**src/rtl/conv_window_gen.sv**
```systemverilog
// Streaming KxK sliding-window generator: K-1 circular line buffers, a KxK window, stride control.
// Define CONV_WIN_POS_EN to add out_row/out_col output-map coordinates.
module conv_window_gen #(
    parameter int unsigned WIDTH       = 28,
    parameter int unsigned HEIGHT      = 28,
    parameter int unsigned DATA_BIT    = 8,
    parameter int unsigned KERNEL_SIZE = 5,
    parameter int unsigned STRIDE      = 1,
    localparam int unsigned CW = (WIDTH > 1) ? $clog2(WIDTH) : 1,
    localparam int unsigned RW = (HEIGHT > 1) ? $clog2(HEIGHT) : 1,
    localparam int unsigned WW = KERNEL_SIZE * KERNEL_SIZE * DATA_BIT
) (
    input  logic                clk,
    input  logic                rst,
    input  logic                in_valid,
    input  logic [DATA_BIT-1:0] in_data,
    output logic                out_valid,
    output logic [WW-1:0]       out_win,
    output logic                out_last
`ifdef CONV_WIN_POS_EN
    ,
    output logic [RW-1:0]       out_row,
    output logic [CW-1:0]       out_col
`endif
);

    localparam int unsigned K      = KERNEL_SIZE;
    localparam int unsigned LBN    = (K > 1) ? K - 1 : 1;
    localparam int unsigned PW     = (LBN > 1) ? $clog2(LBN) : 1;
    localparam int unsigned SW     = $clog2(STRIDE + 1);
    localparam int unsigned LAST_R = (K - 1) + ((HEIGHT - K) / STRIDE) * STRIDE;
    localparam int unsigned LAST_C = (K - 1) + ((WIDTH - K) / STRIDE) * STRIDE;

    typedef logic [K-1:0][K-1:0][DATA_BIT-1:0] win_t;

    logic [DATA_BIT-1:0] lb_mem [LBN][WIDTH];

    logic [CW-1:0] col_q, col_d;
    logic [RW-1:0] row_q, row_d;
    logic [SW-1:0] col_cnt_q, col_cnt_d, row_cnt_q, row_cnt_d;
    logic [PW-1:0] wp_q, wp_d;
    win_t          win_q, win_d, out_win_q, out_win_d;
    logic          out_valid_q, out_valid_d, out_last_q, out_last_d;
    logic          col_ge, row_ge, col_ok, row_ok, row_end, frame_end;
    logic [PW:0]   rd_slot;
    logic [K-1:0][DATA_BIT-1:0] col_in;
`ifdef CONV_WIN_POS_EN
    logic [RW-1:0] orow_q, orow_d, out_row_q, out_row_d;
    logic [CW-1:0] ocol_q, ocol_d, out_col_q, out_col_d;
`endif

    always_comb begin
        col_d       = col_q;
        row_d       = row_q;
        col_cnt_d   = col_cnt_q;
        row_cnt_d   = row_cnt_q;
        wp_d        = wp_q;
        win_d       = win_q;
        out_win_d   = out_win_q;
        out_valid_d = 1'b0;
        out_last_d  = 1'b0;
        rd_slot     = '0;
`ifdef CONV_WIN_POS_EN
        orow_d      = orow_q;
        ocol_d      = ocol_q;
        out_row_d   = out_row_q;
        out_col_d   = out_col_q;
`endif
        col_ge    = (CW + 1)'(col_q) + (CW + 1)'(1) >= (CW + 1)'(K);
        row_ge    = (RW + 1)'(row_q) + (RW + 1)'(1) >= (RW + 1)'(K);
        col_ok    = col_ge && (col_cnt_q == '0);
        row_ok    = row_ge && (row_cnt_q == '0);
        row_end   = (col_q == CW'(WIDTH - 1));
        frame_end = row_end && (row_q == RW'(HEIGHT - 1));

        // Slot wp_q holds the oldest buffered row; later rows follow circularly.
        for (int i = 0; i < int'(K); i++) col_in[i] = in_data;
        for (int i = 0; i < int'(K) - 1; i++) begin
            rd_slot = (PW + 1)'(wp_q) + (PW + 1)'(i);
            if (rd_slot >= (PW + 1)'(LBN)) rd_slot = rd_slot - (PW + 1)'(LBN);
            col_in[i] = lb_mem[PW'(rd_slot)][col_q];
        end

        if (in_valid) begin
            for (int i = 0; i < int'(K); i++) begin
                for (int j = 0; j < int'(K) - 1; j++) win_d[i][j] = win_q[i][j+1];
                win_d[i][K-1] = col_in[i];
            end

            if (col_ok && row_ok) begin
                out_valid_d = 1'b1;
                out_last_d  = (col_q == CW'(LAST_C)) && (row_q == RW'(LAST_R));
                out_win_d   = win_d;
`ifdef CONV_WIN_POS_EN
                out_row_d   = orow_q;
                out_col_d   = ocol_q;
`endif
            end
`ifdef CONV_WIN_POS_EN
            if (col_ok) ocol_d = ocol_q + CW'(1);
`endif

            if (row_end) begin
                col_d     = '0;
                col_cnt_d = '0;
                wp_d      = (wp_q == PW'(LBN - 1)) ? '0 : wp_q + PW'(1);
`ifdef CONV_WIN_POS_EN
                ocol_d    = '0;
                if (frame_end) orow_d = '0;
                else if (row_ok) orow_d = orow_q + RW'(1);
`endif
                if (frame_end) begin
                    row_d     = '0;
                    row_cnt_d = '0;
                end else begin
                    row_d = row_q + RW'(1);
                    if (row_ge) row_cnt_d = (row_cnt_q == '0) ? SW'(STRIDE - 1) : row_cnt_q - SW'(1);
                end
            end else begin
                col_d = col_q + CW'(1);
                if (col_ge) col_cnt_d = (col_cnt_q == '0) ? SW'(STRIDE - 1) : col_cnt_q - SW'(1);
            end
        end
    end

    always_ff @(posedge clk) begin
        if (!rst) begin
            col_q       <= '0;
            row_q       <= '0;
            col_cnt_q   <= '0;
            row_cnt_q   <= '0;
            wp_q        <= '0;
            win_q       <= '0;
            out_win_q   <= '0;
            out_valid_q <= 1'b0;
            out_last_q  <= 1'b0;
`ifdef CONV_WIN_POS_EN
            orow_q      <= '0;
            ocol_q      <= '0;
            out_row_q   <= '0;
            out_col_q   <= '0;
`endif
        end else begin
            col_q       <= col_d;
            row_q       <= row_d;
            col_cnt_q   <= col_cnt_d;
            row_cnt_q   <= row_cnt_d;
            wp_q        <= wp_d;
            win_q       <= win_d;
            out_win_q   <= out_win_d;
            out_valid_q <= out_valid_d;
            out_last_q  <= out_last_d;
`ifdef CONV_WIN_POS_EN
            orow_q      <= orow_d;
            ocol_q      <= ocol_d;
            out_row_q   <= out_row_d;
            out_col_q   <= out_col_d;
`endif
        end
    end

    // Line-buffer storage is deliberately left uninitialised across reset.
    always_ff @(posedge clk) begin
        if (in_valid && (K > 1)) lb_mem[wp_q][col_q] <= in_data;
    end

    assign out_valid = out_valid_q;
    assign out_last  = out_last_q;
    assign out_win   = out_win_q;
`ifdef CONV_WIN_POS_EN
    assign out_row   = out_row_q;
    assign out_col   = out_col_q;
`endif

endmodule

```
**config.mk**
```make
export PLATFORM = sky130hd
export DESIGN_NAME = conv_window_gen
export DESIGN_NICKNAME = d
export VERILOG_FILES = /design/src/rtl/conv_window_gen.sv
export SDC_FILE = /design/constraint.sdc
export NUM_CORES = 2
export LEC_CHECK = 0
export ABC_CLOCK_PERIOD_IN_PS = 3400
export BUFFER_PORTS_ARGS = -buffer_cell sky130_fd_sc_hd__buf_2
export CAP_MARGIN = 10
export CORE_MARGIN = 2
export CORE_UTILIZATION = 50
export DETAILED_ROUTE_END_ITERATION = 12
export MAX_ROUTING_LAYER = met4
export PLACE_DENSITY = 0.74
export SLEW_MARGIN = 15
export SYNTH_ARGS = -nofsm -noshare
export SYNTH_HDL_FRONTEND = slang
export SYNTH_SLANG_ARGS = --single-unit
```
**constraint.sdc**
```tcl
create_clock -name clk -period 3.4 [get_ports clk]
set_input_delay 0.34 -clock clk [delete_from_list [all_inputs] [get_ports clk]]
set_output_delay 0.34 -clock clk [all_outputs]
set_load 0.005 [all_outputs]
```
==> results_tabular.tex <==
\begin{tabular}{lr}
\hline
Metric & Value \\
\hline
\multicolumn{2}{l}{\textbf{Status}} \\
\quad Result of the run & finished with violations \\
\quad Violated checks & setup timing \\
\multicolumn{2}{l}{\textbf{Layout}} \\
\quad Post-route cell area & approximately 0.081 mm\^{}2 \\
\quad Filler Cell Count & $\sim$9800 \\
\quad Util after Layout & 61.42\% \\
\quad Share of cells above drive strength 1 & between 30\% and 40\% \\
\quad Final net count & 5527 \\
\quad Area Overhead vs Synth & 22.10\% \\
\quad Non-Filler Instances & 7416 \\
\multicolumn{2}{l}{\textbf{GRT}} \\
\quad Met3 usage in global routing & a little under a quarter \\
\quad Met1 track demand over resource in global routing & 62.37\% \\
\quad Total routing usage reported by global routing & 52.36\% \\
\quad Antenna violations before repair & 42 \\
\quad Vias in the first global route & 50763 \\
\quad Global-route congestion overflow total & 0 \\
\quad Most congested layer reported by global routing & met2 \\
\quad Met2 track demand over resource & 70.79\% \\
\quad First-pass GRT wire length & roughly 460 mm \\
\quad Largest net degree at the start of global routing & 151 \\
\multicolumn{2}{l}{\textbf{Synth}} \\
\quad Most numerous cell types in the synthesized netlist & 896 x edfxtp\_1, 667 x mux4\_2, 504 x nand2\_1 \\
\quad Number of register bits inferred by synthesis & approximately 1300 \\
\quad Seq/Total Area, Yosys & 52.14\% \\
\quad Ranking of synthesized cells by area & edfxtp\_1 41\%, mux4\_2 23\%, dfxtp\_1 11\% \\
\quad Number of flops mapped to enable cells by yosys & 896 \\
\quad Synthesized area & 0.06604 mm\^{}2 \\
\quad Library cell with the largest summed area after synthesis & edfxtp\_1 \\
\quad Syn Area/Cell & 14.12 um\^{}2 \\
\quad Synthesized Nets & 4697 \\
\quad Number of different library cells in the post-synthesis netlist & 94 \\
\quad Top-area cell type share of the netlist area & 40.74\% \\
\quad Proportion of register bits with asynchronous set or reset after synthesis & 0\% \\
\quad Post-synthesis instance total & 4676 \\
\quad Number of warnings printed during yosys synthesis & 0 \\
\quad Main flop type after synthesis & edfxtp\_1 \\
\quad Most frequent cell after synthesis & edfxtp\_1 \\
\multicolumn{2}{l}{\textbf{Floorplan}} \\
\quad Horizontal extent of the die & 367.4 um \\
\quad FP Rows & 133 \\
\quad Floorplan die height & 367.4 um \\
\quad Floorplan die area & 0.1350 mm\^{}2 \\
\quad I/O pin count & 213 \\
\quad Initial core utilization & 50.30\% \\
\quad Core box area & $\sim$0.13 mm\^{}2 \\
\multicolumn{2}{l}{\textbf{Hold path}} \\
\quad Type of the worst min-delay path & in2reg \\
\multicolumn{2}{l}{\textbf{STA}} \\
\quad Hold violation count in the final report & 0 \\
\quad Final setup viols & 7 \\
\quad Max-slew violation count & 0 \\
\quad Clock skew after layout & about 0.046 ns \\
\quad Final critical-path required period & 3.521 ns \\
\quad Slew at the pin with the worst max-slew slack & 1.269 ns \\
\quad Maximum achievable frequency & approximately 280 MHz \\
\quad Smallest setup slack after layout & -0.1208 ns \\
\quad Smallest hold slack & between 0.04 and 0.05 ns \\
\quad Relative max-transition margin & 15.20\% \\
\quad Share of the clock period used by the worst path & 103.6\% \\
\multicolumn{2}{l}{\textbf{Setup path}} \\
\quad Critical path fanouts, max & 14 \\
\quad Standard cell with the maximum stage delay on the critical path & nor4\_4 \\
\quad Most frequent cell on the critical path & buf\_4 \\
\quad Endpoint class of the critical path & flop \\
\quad Worst Path Required & 4.07 ns \\
\quad Worst Path Arrival & approximately 4.2 ns \\
\quad Top delay family on crit path & simple AND/OR/NAND/NOR gates \\
\quad Kind of start point of the critical path & flop \\
\quad Worst path max stage delay & between 0.7 and 0.8 ns \\
\quad Kind of critical path & reg2reg \\
\quad CP cell instances & buf\_12 -> buf\_4 -> buf\_12 -> nor2b\_1 -> buf\_4 -> a22oi\_1 -> o211ai\_1 -> o21ai\_0 -> nor4\_4 -> buf\_4 -> a31oi\_1 \\
\quad Worst path buffer plus inverter count & 5 \\
\multicolumn{2}{l}{\textbf{Power}} \\
\quad Power density over the cells & $\sim$440 mW/mm\^{}2 \\
\quad Static leakage & approximately 0.028 uW \\
\quad Largest vdd supply drop & $\sim$0.0007 V \\
\multicolumn{2}{l}{\textbf{Detailed routing}} \\
\quad Per-cell routed wire length & 46.71 um \\
\quad Iteration-0 DRC Markers & between 10000 and 15000 \\
\quad Number of nets with antenna violations after detailed routing & 0 \\
\quad Remaining design rule violation count & 0 \\
\quad Average vias per placed instance & 7.377 \\
\quad WL final & roughly 350 mm \\
\quad Overall via count from detail\_route & 54705 \\
\quad Pre-antenna DRT Iters & 6 \\
\multicolumn{2}{l}{\textbf{Clock network}} \\
\quad Library cell used as clock root buffer & clkbuf\_16 \\
\quad Count of clock tree sinks & 1272 \\
\quad Clock-pin transition on the worst setup and hold timing paths & 0.06 ns \\
\quad Maximum buffer depth of the clock tree & 3 \\
\quad Number of levels in the clock H-tree & 4 \\
\quad Number of buffers inserted during clock tree synthesis & 138 \\
\quad CTS tree & done \\
\quad Clock insertion delay at the later pin of the skew report & 0.84 ns \\
\multicolumn{2}{l}{\textbf{Place}} \\
\quad Detailed placer's ending HPWL & 264.1 mm \\
\quad Number of buffer cells added on primary ports & roughly 210 \\
\quad Final Wtd Congestion & 1.184 \\
\quad Total placed instance area & around 0.075 mm\^{}2 \\
\quad Post-Place Cells & 7085 \\
\multicolumn{2}{l}{\textbf{Flow run}} \\
\quad Max-capacitance violation count & 0 \\
\hline
\end{tabular}
[per-layer routing]
layer	share of wire [%]	vias to the layer above	wire (um)
li1	-	20576	-
met2	42	5401	143800
met4	9.1	0	31570
met3	16	1202	54750
met5	0	-	0
met1	34	27526	116300
[registers in the layout, summed over array words and instances (netlist names), named ones only]
signal	cells
lb_mem	896
win_q	160
out_valid	1
col_q	5
out_last	1
row_q	5
wp_q	2
out_win	200
[cells by family after synthesis]
kind of cell / Yosys count / share of synthesized area (%)
flops: 1272 / 52.14
fa+ha+maj: 10 / 0.1895
buf+inv: 426 / 3.548
compound gates: 768 / 7.614
simple gates: 1141 / 7.764
mux: 1059 / 28.75
[worst register-to-register path, delay by kind of cell (launching register included)]
| kind | cells | cell delay, ns |
|---|---|---|
| AOI/OAI and AO/OA | 4 | 0.54 |
| buffers and inverters | 5 | 1.11 |
| DFF | 1 | 0.40 |
| and+or+nand+nor | 2 | 1.32 |
[what timing repair did]
| action | in CTS | in global routing |
|---|---|---|
| pin swaps | 3 | 4 |
| setup buffers | 4 | 28 |
| hold endpoints to repair | 32 | 0 |
| gates resized for setup | 8 | 15 |
| cloned | 2 | 0 |
| endpoints found under the setup margin | 8 | 20 |
| hold buffers | 4 | 0 |
[final timing paths]
path | depth (start not counted) | slack, ns | to | start
max | 11 | -0.12 | win_q[38] | flop
min reg2reg | 2 | 0.45 | out_win[44] | win_q[52]
min | 1 | 0.05 | lb_mem[2][32] | in_data[0]
max reg2reg | 11 | -0.12 | win_q[38] | flop
[area by class of cell]
cell class	instances	area, um^2	area share, %
antenna	47	117.6	0.1458
sequential	1272	34460	42.73
tap	1755	2196	2.723
multi-input combinational	2978	29500	36.58
clock inverter	78	1072	1.330
clock buffer	170	3782	4.690
timing repair buffer	1105	9468	11.74
inverter	11	48.80	0.06051
[through the flow]
stage                     total power (uW)  setup WS, ns  setup TNS [ns]
after floorplan                      18050      0.008319               0
after global placement               19530       -0.6864          -2.674
after detailed placement             19540       -0.6529          -1.973
after CTS                            35260      0.002158               0
after global routing                 35980     -0.006509       -0.006509
final                                35470       -0.1208         -0.4439
[where the power goes]
| group | total [uW] | internal, uW | switching (uW) |
|---|---|---|---|
| combinational | 2650 | 880 | 1770 |
| clock | 16100 | 9150 | 6910 |
| sequential | 16800 | 16600 | 121 |
[placed cells by master, fill, tap and decap left out, types with 8 or more instances in the layout]
| cell type | netlist | routed |
|---|---|---|
| mux2_2 | 18 | 18 |
| a211oi_1 | 14 | 13 |
| nor2_1 | 300 | 296 |
| a21oi_1 | 262 | 262 |
| nor3_1 | 33 | 30 |
| nor4_1 | 13 | 8 |
| and2_1 | 10 | 9 |
| o21ai_1 | 12 | 12 |
| buf_4 | 59 | 763 |
| clkbuf_16 | 0 | 144 |
| ha_1 | 10 | 9 |
| bufinv_16 | 0 | 14 |
| a22oi_1 | 144 | 142 |
| nand3_1 | 120 | 119 |
| o21ai_0 | 75 | 74 |
| a31oi_1 | 50 | 49 |
| o22ai_1 | 51 | 51 |
| clkbuf_8 | 0 | 8 |
| a221oi_1 | 19 | 19 |
| clkinv_1 | 2 | 15 |
| clkinv_2 | 0 | 21 |
| nand3b_1 | 10 | 10 |
| and3_1 | 37 | 36 |
| clkbuf_1 | 189 | 17 |
| mux4_2 | 667 | 667 |
| nand4_1 | 24 | 24 |
| a32oi_1 | 19 | 19 |
| buf_12 | 4 | 122 |
| buf_2 | 93 | 203 |
| dfxtp_1 | 376 | 369 |
| clkinv_16 | 0 | 10 |
| edfxtp_1 | 896 | 896 |
| nor2b_1 | 18 | 16 |
| o221ai_1 | 8 | 8 |
| nand2_1 | 504 | 504 |
| o211ai_1 | 13 | 13 |
| a22o_1 | 24 | 24 |
| diode_2 | 0 | 47 |
| mux2i_1 | 372 | 372 |
Note: power is estimated with default switching activity, not from simulation.
